`src/rtl/fp16_pkg.sv`:
```
// Shared binary16 format constants, field helpers and the adder's inter-stage record.
package fp16_pkg;

    localparam int          EXP_W   = 5;
    localparam int          MANT_W  = 10;
    localparam int          BIAS    = 15;
    localparam logic [4:0]  EXP_MAX = 5'h1F;

    // Sum keeps {hidden, mant[9:0], guard, round, sticky}; carry is folded in stage 1.
    typedef struct packed {
        logic        sign;
        logic [5:0]  exp;
        logic [13:0] sum;
        logic        is_zero;
        logic        is_inf;
    } stage_t;

    localparam stage_t STAGE_CLEAR = '{sign: 1'b0, exp: 6'd0, sum: 14'd0,
                                       is_zero: 1'b1, is_inf: 1'b0};

    function automatic logic fp_sign(input logic [15:0] x);
        return x[15];
    endfunction

    function automatic logic [EXP_W-1:0] fp_exp(input logic [15:0] x);
        return x[14:10];
    endfunction

    function automatic logic [MANT_W-1:0] fp_mant(input logic [15:0] x);
        return x[9:0];
    endfunction

endpackage

```
`src/rtl/fp16_lzc.sv`:
```
// 14-bit leading-zero counter; an all-zero input reports 14.
module fp16_lzc (
    input  logic [13:0] i_val,
    output logic [3:0]  o_cnt
);

    always_comb begin
        o_cnt = 4'd14;
        for (int i = 0; i < 14; i++) begin
            if (i_val[i]) begin
                o_cnt = 4'(13 - i);
            end
        end
    end

endmodule

```
`src/rtl/fp16_add_pipe.sv`:
```
// Two-stage binary16 adder: align/add before the register, normalise/round/pack after it.
module fp16_add_pipe
    import fp16_pkg::*;
(
    input  logic        clk,
    input  logic        rst,
    input  logic [15:0] i_a,
    input  logic [15:0] i_b,
    output logic [15:0] o_res
);

    stage_t      stage_d, stage_q;

    logic        a_zero, b_zero, a_inf, b_inf, swap, eff_sub, sign_x, sticky;
    logic [14:0] mag_a, mag_b, raw_sum;
    logic [10:0] sig_x, sig_y;
    logic [4:0]  exp_x, exp_y, shamt;
    logic [13:0] ext_x, ext_y, y_full, y_shift, lost_mask;

    always_comb begin
        a_zero  = (fp_exp(i_a) == '0);
        b_zero  = (fp_exp(i_b) == '0);
        a_inf   = (fp_exp(i_a) == EXP_MAX);
        b_inf   = (fp_exp(i_b) == EXP_MAX);
        mag_a   = a_zero ? 15'd0 : i_a[14:0];
        mag_b   = b_zero ? 15'd0 : i_b[14:0];
        swap    = (mag_b > mag_a);
        eff_sub = fp_sign(i_a) ^ fp_sign(i_b);

        sign_x  = swap ? fp_sign(i_b) : fp_sign(i_a);
        exp_x   = swap ? fp_exp(i_b)  : fp_exp(i_a);
        exp_y   = swap ? fp_exp(i_a)  : fp_exp(i_b);
        sig_x   = swap ? (b_zero ? 11'd0 : {1'b1, fp_mant(i_b)})
                       : (a_zero ? 11'd0 : {1'b1, fp_mant(i_a)});
        sig_y   = swap ? (a_zero ? 11'd0 : {1'b1, fp_mant(i_a)})
                       : (b_zero ? 11'd0 : {1'b1, fp_mant(i_b)});

        shamt     = exp_x - exp_y;
        ext_x     = {sig_x, 3'b000};
        y_full    = {sig_y, 3'b000};
        lost_mask = '0;
        if (shamt >= 5'd14) begin
            y_shift = '0;
            sticky  = |sig_y;
        end else begin
            y_shift   = y_full >> shamt;
            lost_mask = (14'd1 << shamt) - 14'd1;
            sticky    = |(y_full & lost_mask);
        end
        ext_y = {y_shift[13:1], y_shift[0] | sticky};

        raw_sum = eff_sub ? ({1'b0, ext_x} - {1'b0, ext_y})
                          : ({1'b0, ext_x} + {1'b0, ext_y});

        stage_d = STAGE_CLEAR;
        if (a_inf || b_inf) begin
            // Opposite-sign infinities resolve to A's sign, which this also covers.
            stage_d.is_zero = 1'b0;
            stage_d.is_inf  = 1'b1;
            stage_d.sign    = a_inf ? fp_sign(i_a) : fp_sign(i_b);
        end else if (raw_sum == '0) begin
            stage_d.sign = eff_sub ? 1'b0 : fp_sign(i_a);
        end else begin
            stage_d.is_zero = 1'b0;
            stage_d.sign    = sign_x;
            if (raw_sum[14]) begin
                stage_d.sum = {raw_sum[14:2], raw_sum[1] | raw_sum[0]};
                stage_d.exp = {1'b0, exp_x} + 6'd1;
            end else begin
                stage_d.sum = raw_sum[13:0];
                stage_d.exp = {1'b0, exp_x};
            end
        end
    end

    always_ff @(posedge clk) begin
        if (rst) begin
            stage_q <= STAGE_CLEAR;
        end else begin
            stage_q <= stage_d;
        end
    end

    logic [3:0]        lz;
    logic [13:0]       norm;
    logic              round_up;
    logic [11:0]       sig_rnd;
    logic [9:0]        mant_fin;
    logic signed [7:0] exp_fin;

    fp16_lzc u_lzc (
        .i_val (stage_q.sum),
        .o_cnt (lz)
    );

    always_comb begin
        norm     = stage_q.sum << lz;
        round_up = norm[2] & (norm[3] | norm[1] | norm[0]);
        sig_rnd  = {1'b0, norm[13:3]} + {11'd0, round_up};
        mant_fin = sig_rnd[11] ? sig_rnd[10:1] : sig_rnd[9:0];
        exp_fin  = $signed({2'b00, stage_q.exp}) - $signed({4'b0000, lz})
                 + $signed({7'd0, sig_rnd[11]});

        if (stage_q.is_inf) begin
            o_res = {stage_q.sign, EXP_MAX, 10'd0};
        end else if (stage_q.is_zero || exp_fin <= 8'sd0) begin
            o_res = {stage_q.sign, 15'd0};
        end else if (exp_fin >= 8'sd31) begin
            o_res = {stage_q.sign, EXP_MAX, 10'd0};
        end else begin
            o_res = {stage_q.sign, exp_fin[4:0], mant_fin};
        end
    end

endmodule

```
`config.mk`:
```
export PLATFORM = sky130hd
export DESIGN_NAME = fp16_add_pipe
export DESIGN_NICKNAME = d
export VERILOG_FILES = /design/src/rtl/fp16_pkg.sv /design/src/rtl/fp16_lzc.sv /design/src/rtl/fp16_add_pipe.sv
export SDC_FILE = /design/constraint.sdc
export NUM_CORES = 1
export LEC_CHECK = 0
export ABC_AREA = 1
export BUFFER_PORTS_ARGS = -buffer_cell sky130_fd_sc_hd__buf_2
export CELL_PAD_IN_SITES_DETAIL_PLACEMENT = 0
export CELL_PAD_IN_SITES_GLOBAL_PLACEMENT = 1
export CORE_UTILIZATION = 42
export DETAILED_ROUTE_END_ITERATION = 10
export PLACE_DENSITY_LB_ADDON = 0.1
export SYNTH_ARGS = -nofsm -noshare
export SYNTH_HDL_FRONTEND = slang
export SYNTH_SLANG_ARGS = --single-unit
```
`constraint.sdc`:
```
create_clock -name clk -period 6.5 [get_ports clk]
set_input_delay 0.65 -clock clk [delete_from_list [all_inputs] [get_ports clk]]
set_output_delay 0.65 -clock clk [all_outputs]
set_load 0.02 [all_outputs]
```
==> results.md <==
* Status: finished clean
* Slew headroom at 52.9%
* Core Area at 12,700 µm²
* Final core occ at 50.1%
* Kind of end point of the critical path: output port
* Worst Path Required at about 5.9 ns
* Slew @ Worst Pin at around 0.7 ns
* DRT Wirelength at roughly 17,000 µm
* Async SR Flop Fraction at 0%
* Hold/Removal Path Class: in2reg
* Final Net Count at 1,121
* Wl on met1 at 7840 µm
* FMAX at 166 MHz
* Via count at 6,339
* # rows at 41
* Cell Count, Final, Fillers Out at 1,208
* Share of cells above drive strength 1 at 18.5%
* Initial Utilization at 43.2%
* Die W at 116 µm
* Crit path max fanout at 6
* Area grow syn2layout at 16.0%
* Cell taking the most area after synthesis: nand2_1
* DR WL/cell at roughly 14 µm
* CTS tree: done
* CTS sink count at 23
* Post-Syn Area per Cell at 5.63 µm²
* Global-route wire length before repair at 27,600 µm
* Post-synthesis cell count at 973
* CP Class: reg2out
* Synth unique cells at 57
* Final hold violations at 0
* Via/cell ratio at 5.25
* WHS at 0.575 ns
* Synth area leaders: nand2_1, ha_1, inv_1, dfxtp_1, nand3_1
* Tot Pwr at 0.00214 W
* Max_cap viols at 0
* Worst EP arrival at 5.38 ns
* CP max-delay cell: dfxtp_1
* Synth warn at 0
* Area share of the largest cell type after synthesis at between 10% and 20%
* Synth top cells by count: nand2_1, inv_1, nor2_1
* GPL Wtd Cong at 1.01
* CTS buffer count at 3
* Most frequent cell after synthesis: nand2_1
* Fin. max-slew vios at 0
* Die area at 13,500 µm²
* Power density cells at 337 nW/µm²
* Max Buffers Root-to-Sink at 2
* CP max stage delay at approximately 0.35 ns
* Worst vdd ir at 115 µV
* Hold-fix buffers at CTS at 0
* Total GRT Usage at 25.9%
* Hold path depth at 2
* Met3 wire length at roughly 790 µm
* Initial drt markers at approximately 550
* Setup Viol. Count Final at 0
* Critical path launch point type: flop
* IO buf count at 49
* Placed insts at 1,187
* Final worst setup slack at 0.468 ns
* Largest register FFs at 23
* Metal2 WL at ~8500 µm
* Vias in the first global route at ~5,600
* Clock Pin Slew Worst Setup and Hold Paths at approximately 0.060 ns
* Top Registers: stage_q x23
* Die Y at 116 µm
* GRT overflow at 0
* H-tree levels at 1
* # IOs at 50
* Post-synthesis register bit count at 23
* Synth Flop Type: dfxtp_1
* Post-synthesis cell area at between 5000 and 6000 µm²
* Biggest register: stage_q
* Seq/Total Area, Yosys at approximately 8.4%
* Antenna violations before repair at 0
* Final HPWL DP at 14,300 µm
* DRC errors left at 0
* Top Metal Used: met4
* Post-synth EDFFs at 0
* Largest net degree at the start of global routing at 50
* TritonRoute pass-1 iters at 5
* Pre-CTS setup slack at 0.0256 ns
* Root buffer cell: clkbuf_16
* Mapped Nets at 1,057
* Tmin final at 6.03 ns
* Antenna diodes at 0
* Post-route antenna net violation count at 0
* Final Cycle Share at 92.8%
* Leak pwr at 3.33 nW
[timing repair]
item | CTS | global route
pin swaps | 0 | 15
setup endpoints to repair | 3 | 35
cloned | 0 | 3
setup buffers | 0 | 14
resized for setup | 1 | 53
[path summary, 6_finish.rpt]
kind                   from               endpoint  slack, ns
max   stage_q[2]$_SDFF_PP0_               o_res[5]       0.47
min                     rst  stage_q[0]$_SDFF_PP0_       0.58
[layout by cell type, fill, tap and decap left out, types with 17 or more instances in the layout]
| cell | count |
|---|---|
| nand2_1 | 256 |
| inv_1 | 124 |
| nor2_1 | 90 |
| nand3_1 | 79 |
| o21ai_0 | 50 |
| a21oi_1 | 47 |
| buf_2 | 47 |
| ha_1 | 45 |
| buf_4 | 42 |
| dfxtp_1 | 22 |
| nand4_1 | 19 |
| nor2_2 | 17 |
[worst max-delay path, delay by kind of cell, from the launching register on]
kind / cells / cell delay [ns]
AOI/OAI and AO/OA: 11 / 1.45
adders and majority gates: 2 / 0.37
buffers and inverters: 6 / 0.53
xor gates and xnor gates: 1 / 0.13
and+or+nand+nor: 17 / 2.31
DFF: 1 / 0.35
[per-stage QoR]
stage / area [µm²] / setup TNS, ns
finish: 6350 / 0
floorplan: 5480 / 0
detailed placement: 5970 / 0
global route: 6350 / -0.223
CTS: 6060 / 0
global placement: 5970 / -0.0125
[power breakdown]
group          total (W)  internal, W  switching, W
clock           0.000131    0.0000827     0.0000480
sequential      0.000199     0.000172     0.0000276
combinational    0.00181     0.000641       0.00117
[cell families after synthesis]
logic type,share of synthesized area [%]
other,0.0685
AND/OR/NAND/NOR,45.4
flip-flops,8.41
AO/OA/AOI/OAI,16.8
adder cells (fa/ha/maj),11.7
buffers and inverters,13.2
multiplexers,0.388
XOR/XNOR,4.00
[area by class of cell]
class	count	area, µm²
fillers	1421	6320
multi-input cells	779	4470
repair buffers	92	602
inverters	137	518
flip-flops and latches	23	462
well taps	172	215
clock buffers	3	75.1
repair inverters	1	7.51
clock inverters	1	5.00
[routing by layer]
layer | vias to the layer above | global-route usage (%)
li1 | 3297 | -
met1 | 2830 | 33.6
met2 | 191 | 46.1
met3 | 21 | 1.56
met4 | 0 | 7.35
met5 | - | 0
No activity file was read; power rests on OpenSTA's default activity.
